**src/rtl/evt_pkg.sv**
```systemverilog
// Shared defaults for the two-phase event-driven pipeline stage.
// Latency: n/a (package only).
// Backpressure: n/a (package only).
package evt_pkg;

    localparam int DEFAULT_WIDTH       = 8;
    localparam int DEFAULT_SYNC_STAGES = 2;

endpackage : evt_pkg

```
**src/rtl/c_element_reg.sv**
```systemverilog
// Clocked 2-input Muller C-element: q follows the inputs when they agree, else holds.
// Latency: one clk edge from inputs agreeing to q updating.
// Backpressure: none of its own; the holding behaviour is what stalls the stage.
// Ports: clk, rst (async active-high), a, b (join inputs), q (registered state).
module c_element_reg (
    input  logic clk,
    input  logic rst,
    input  logic a,
    input  logic b,
    output logic q
);

    always_ff @(posedge clk or posedge rst) begin
        if (rst) begin
            q <= 1'b0;
        end else if (a == b) begin
            q <= a;
        end
    end

endmodule : c_element_reg

```
**src/rtl/evt_pipeline_stage.sv**
```systemverilog
// Two-phase bundled-data pipeline register: each C-element toggle captures data_in.
// Latency: Rout/data_out SYNC_STAGES edges after Rin is first sampled (1 edge if 0); Ain one edge later.
// Backpressure: a new Rin transition is only accepted once Aout has acknowledged the last Rout event.
// Ports: clk, rst (async active-high), data_in/Rin from upstream, Ain to upstream,
//        data_out/Rout to downstream, Aout from downstream.
module evt_pipeline_stage
    import evt_pkg::*;
#(
    parameter int width       = DEFAULT_WIDTH,
    parameter int SYNC_STAGES = DEFAULT_SYNC_STAGES
) (
    input  logic             clk,
    input  logic             rst,
    input  logic [width-1:0] data_in,
    input  logic             Rin,
    input  logic             Aout,
    output logic [width-1:0] data_out,
    output logic             Ain,
    output logic             Rout
);

    logic rin_s;
    logic aout_s;
    logic c;
    logic c_next;
    logic evt;
    logic ain_q;

    generate
        if (SYNC_STAGES == 0) begin : g_no_sync
            assign rin_s  = Rin;
            assign aout_s = Aout;
        end else begin : g_sync
            logic [SYNC_STAGES-1:0] rin_sync;
            logic [SYNC_STAGES-1:0] aout_sync;

            always_ff @(posedge clk or posedge rst) begin
                if (rst) begin
                    rin_sync  <= '0;
                    aout_sync <= '0;
                end else begin
                    rin_sync[0]  <= Rin;
                    aout_sync[0] <= Aout;
                    for (int i = 1; i < SYNC_STAGES; i++) begin
                        rin_sync[i]  <= rin_sync[i-1];
                        aout_sync[i] <= aout_sync[i-1];
                    end
                end
            end

            assign rin_s  = rin_sync[SYNC_STAGES-1];
            assign aout_s = aout_sync[SYNC_STAGES-1];
        end
    endgenerate

    // Join the request with the inverted acknowledge: c can only move to the
    // new request phase once downstream has caught up with the previous one.
    c_element_reg u_c_element (
        .clk (clk),
        .rst (rst),
        .a   (rin_s),
        .b   (~aout_s),
        .q   (c)
    );

    // Mirror of the C-element's next state, used to fire the capture on the
    // very edge that c changes.
    assign c_next = (rin_s == ~aout_s) ? rin_s : c;
    assign evt    = (c_next != c);

    always_ff @(posedge clk or posedge rst) begin
        if (rst) begin
            data_out <= '0;
            ain_q    <= 1'b0;
        end else begin
            if (evt) begin
                data_out <= data_in;
            end
            // Upstream ack trails c by one edge so it never precedes the capture.
            ain_q <= c;
        end
    end

    assign Rout = c;
    assign Ain  = ain_q;

endmodule : evt_pipeline_stage

```
**config.mk**
```make
export PLATFORM = sky130hd
export DESIGN_NAME = evt_pipeline_stage
export DESIGN_NICKNAME = d
export VERILOG_FILES = /design/src/rtl/evt_pkg.sv /design/src/rtl/c_element_reg.sv /design/src/rtl/evt_pipeline_stage.sv
export SDC_FILE = /design/constraint.sdc
export NUM_CORES = 1
export LEC_CHECK = 0
export ABC_AREA = 1
export CORE_MARGIN = 3
export CORE_UTILIZATION = 39
export DETAILED_ROUTE_END_ITERATION = 12
export PLACE_DENSITY_LB_ADDON = 0.05
export SLEW_MARGIN = 20
export SYNTH_ARGS = -nofsm -noshare
export SYNTH_HDL_FRONTEND = slang
export SYNTH_SLANG_ARGS = --single-unit
```
**constraint.sdc**
```tcl
create_clock -name clk -period 1 [get_ports clk]
set_input_delay 0.15 -clock clk [delete_from_list [all_inputs] [get_ports clk]]
set_output_delay 0.15 -clock clk [all_outputs]
set_load 0.05 [all_outputs]
```
Word level (Yosys, flattened, before mapping). Cells that the tools add are included.

Input port bits: 12. Word-level logic and storage cells: 9. Output and inout bits: 10. Register bits after elaboration: 14.

Bitwise gates (word level): 1. Equal/unequal tests: 2. Mux-type cells: 1.

Operators with widths (number): $eq A1 B1 Y1 (1); $mux W1 (1); $ne A1 B1 Y1 (1); $not A1 Y1 (1).

Longest topological paths before layout.
Depth in word-level cells: 4. Gate-level depth with buffers: 5. Depth with buffers taken out: 5.

By module. A second synthesis with hierarchy kept.

Cell total of the unflattened synthesis: 50. Area total of the unflattened synthesis: 531.8 um^2.

Modules (own cells, without submodules): evt_pipeline_stage (area each 486.7 um^2, sequential area each 325.3 um^2, instances 1, cells an instance 44); c_element_reg (area each 45.0 um^2, sequential area each 25.0 um^2, instances 1, cells an instance 6).

Worst setup path before layout. No wires, ideal clock.

Path type: flip-flop to flip-flop. Start: register u_c_element.q. End: register data_out[0]. Cell stages (with the launch flop): 6. Setup time: 118 ps. Path buffers: 0. Arrival: 1143 ps. Slack: -262 ps. Period minus slack after synthesis: 1262 ps. Required time: 882 ps. Path through: dfrtp_1 > inv_1 > nand3_4 > nand2_4 > nand2_1 > nand2_1.

Word-level cells in the longest chain between the ends: 2.

Ends and longest elaborated chain: start: declaration (line c_element_reg.sv:10) `output logic q`; start signal: assignment (line c_element_reg.sv:15) `q <= 1'b0;`; start signal: assignment (line c_element_reg.sv:17) `q <= a;`; $mux W1 (line evt_pipeline_stage.sv:68) `assign c_next = (rin_s == ~aout_s) ? rin_s : c;`; $ne A1 B1 Y1 (*) (line evt_pipeline_stage.sv:69) `assign evt = (c_next != c);`; end signal: assignment (line evt_pipeline_stage.sv:77) `data_out <= data_in;`; end: declaration (line evt_pipeline_stage.sv:17) `output logic [width-1:0] data_out,`.

Every way passes the cells marked *; elsewhere a longest branch is shown, timed or not. A chain may end at the register's enable or synchronous reset.

Worst setup path after layout.
Start: register u_c_element.q. End: output Rout.

RTL lines: end: declaration (line evt_pipeline_stage.sv:19) `output logic Rout`.

No word-level cell between the ends.

==> impl_metrics.tcl <==
set metrics [dict create \
    status "finished, violations left" \
    violations "negative setup slack" \
    synth.distinct_cells 8 \
    cpLargestDelayFamily "flip-flops" \
    slowest_stage "dfrtp_2" \
    synthTopCellsByArea "dfrtp_1, nand2_1, nand3_1" \
    setup_viol 7 \
    place_congestion 0.691 \
    wl_per_cell_um 11.7 \
    grt_antenna_before_repair 0 \
    htreeDepth 1 \
    rsz0062_at_grt "yes" \
    dr.pass1.iters 4 \
    cap_violations 0 \
    fin_worst_skew_ns 0.00617 \
    rows 12 \
    critPathMaxStageDelay_ns 0.46 \
    syn_nets 60 \
    synth.yosys.seq_area_share 0.667 \
    drv_slew 0 \
    syn_area_um2 526 \
    syn_to_final_growth_pct 80.2 \
    post-place-ws_ns 0.0346 \
    worstPathCellList "buf_12" \
    yosysTopAreaCellShare 0.667 \
    grt_pass1_vias 433 \
    ys_warn_count 0 \
    slew_headroom 0.879 \
    cts_buffers 3 \
    worst_slew_pin_slew_ns 0.181 \
    clockBufferDepth 2 \
    fp.dieH_um 42.7 \
    cts_hold_buf 0 \
    seq_area_um2 353 \
    drt-vias-per-instance 4.71 \
    leakage_nw 0.459 \
    rrSetupSlack_ns 0.02 \
    placedInstanceArea_um2 862 \
    cts_tree "yes" \
    syn_area_per_cell_um2 10.9 \
    ys_ff_latch 14 \
    clkLatencyLatePin_ns 0.28 \
    worstPathRequired_ns 0.85 \
    vias 443 \
    finalCriticalPeriod_ns 1.05 \
    drive_above_1_share 0.363 \
    diodes 0 \
    final-hold-violation-count 0 \
    hpwlAfterDp_um 722 \
    multi_input_area_um2 166 \
    synth_top_cell_by_area "dfrtp_1" \
    crit_type "reg2out" \
    power_density_mw_per_mm2 2110 \
    hp-class "in2async" \
    design.core.area_mm2 0.00119 \
    max_freq_mhz 953 \
    routed_wirelength_um 1100 \
    nets 93 \
    initial_core_util 0.443 \
    synthCells 48 \
    drt-initial-drc-count 8 \
    root_buffer "clkbuf_4" \
    ios 22 \
    crit_arrival_ns 0.90 \
    path_buf_inv 1 \
    port-buffer-count 21 \
    die_area_mm2 0.00182 \
    grt_max_degree 15 \
    place_inst 84 \
    grt_usage 0.127 \
    grt_overflow 0 \
    setup_ws_ns -0.0494 \
    final_cell_area_um2 947 \
    die_w_um 42.7 \
    cp-end-kind "primary output" \
    crit_fanout 4 \
    ir_drop_mv 1.51 \
    fill_cells 82 \
    drc 0 \
    grt_pass1_wl_um 1720 \
    fin_crit_sh 1.05 \
    instances_no_fill 94 \
    clock-sinks 14 \
    path_clk_slew_ns 0.09 \
    ant_nets 0 \
    critPathLaunchType "flip-flop" \
    fin_tns_setup_ns -0.112 \
]
-- Yosys cell counts --
library cell,n
nand2_4,1
nand2_1,16
nand3_4,2
dfrtp_1,14
nand3_1,8
o21ai_0,2
inv_2,2
inv_1,3
-- worst paths after layout --
path	cells past startpoint	start	endpoint
hold / removal	3	rst	data_out[6]
hold reg to reg	0	g_sync.rin_sync[0]	g_sync.rin_sync[1]
min in group clk	1	Aout	g_sync.aout_sync[0]
setup / recovery	1	u_c_element.q	Rout
max in group asynchronous	3	rst	g_sync.rin_sync[1]
setup reg to reg	5	u_c_element.q	data_out[2]
-- state kept, by name, indices dropped and copies added, names as in the netlist --
register and cells:
g_sync.aout_sync 2, g_sync.rin_sync 2, data_out 8, u_c_element.q 1, Ain 1
-- where the power goes --
| part | internal [mW] | leakage, nW | total (mW) | switching (mW) |
|---|---|---|---|---|
| Sequential | 0.652 | 0.167 | 0.749 | 0.0966 |
| Combinational | 0.431 | 0.271 | 0.845 | 0.414 |
| Clock | 0.221 | 0.0210 | 0.402 | 0.180 |
-- per-layer routing --
layer / vias to the layer above / global-route usage / part of all wire
li1: 218 / - / -
met1: 198 / 0.163 / 0.44
met2: 23 / 0.189 / 0.45
met3: 4 / 0.0254 / 0.084
met4: 0 / 0.0932 / 0.017
met5: - / 0 / 0
-- stage by stage --
| step | utilization | power, mW | hold WS [ns] |
|---|---|---|---|
| global placement | 0.727 | 1.54 | 0.332 |
| finish | 0.799 | 2.00 | 0.156 |
| CTS | 0.783 | 1.99 | 0.158 |
| floorplan | - | 1.10 | 0.0392 |
| detailed placement | 0.727 | 1.54 | 0.336 |
| global route | 0.799 | 2.09 | 0.190 |
-- worst min-delay path: stages --
cell             delay (ns)
clkdlybuf4s50_1        0.39
inv_1                  0.05
buf_4                  0.21
-- layout make-up --
class | count | area share
multi-input combinational | 30 | 0.176
clock buffer | 4 | 0.0383
inverter | 5 | 0.0198
timing repair buffer | 27 | 0.375
tap | 14 | 0.0185
sequential | 14 | 0.373
-- kinds of logic after synthesis --
logic type / count (synthesis) / synth area share
AO/OA/AOI/OAI: 2 / 0.0190
buffers and inverters: 5 / 0.0357
AND/OR/NAND/NOR: 27 / 0.279
flip-flops: 14 / 0.667
-- cells in the final DEF (no fill, tap or decap) --
cell type,netlist,final
buf_12,0,10
buf_4,0,6
clkbuf_4,0,3
clkbuf_8,0,1
clkdlybuf4s50_1,0,11
dfrtp_1,14,12
dfrtp_2,0,2
inv_1,3,2
inv_2,2,3
nand2_1,16,16
nand2_4,1,1
nand3_1,8,8
nand3_2,0,1
nand3_4,2,2
o21ai_0,2,2
-- what timing repair did --
item                       CTS  global route
buffers inserted             4             1
gates resized for setup      0             1
gates cloned                 0             1
setup endpoints to repair    9            18
hold endpoints to repair     0             0
pin swaps                    0             1
(Power assumes the default switching activity.)
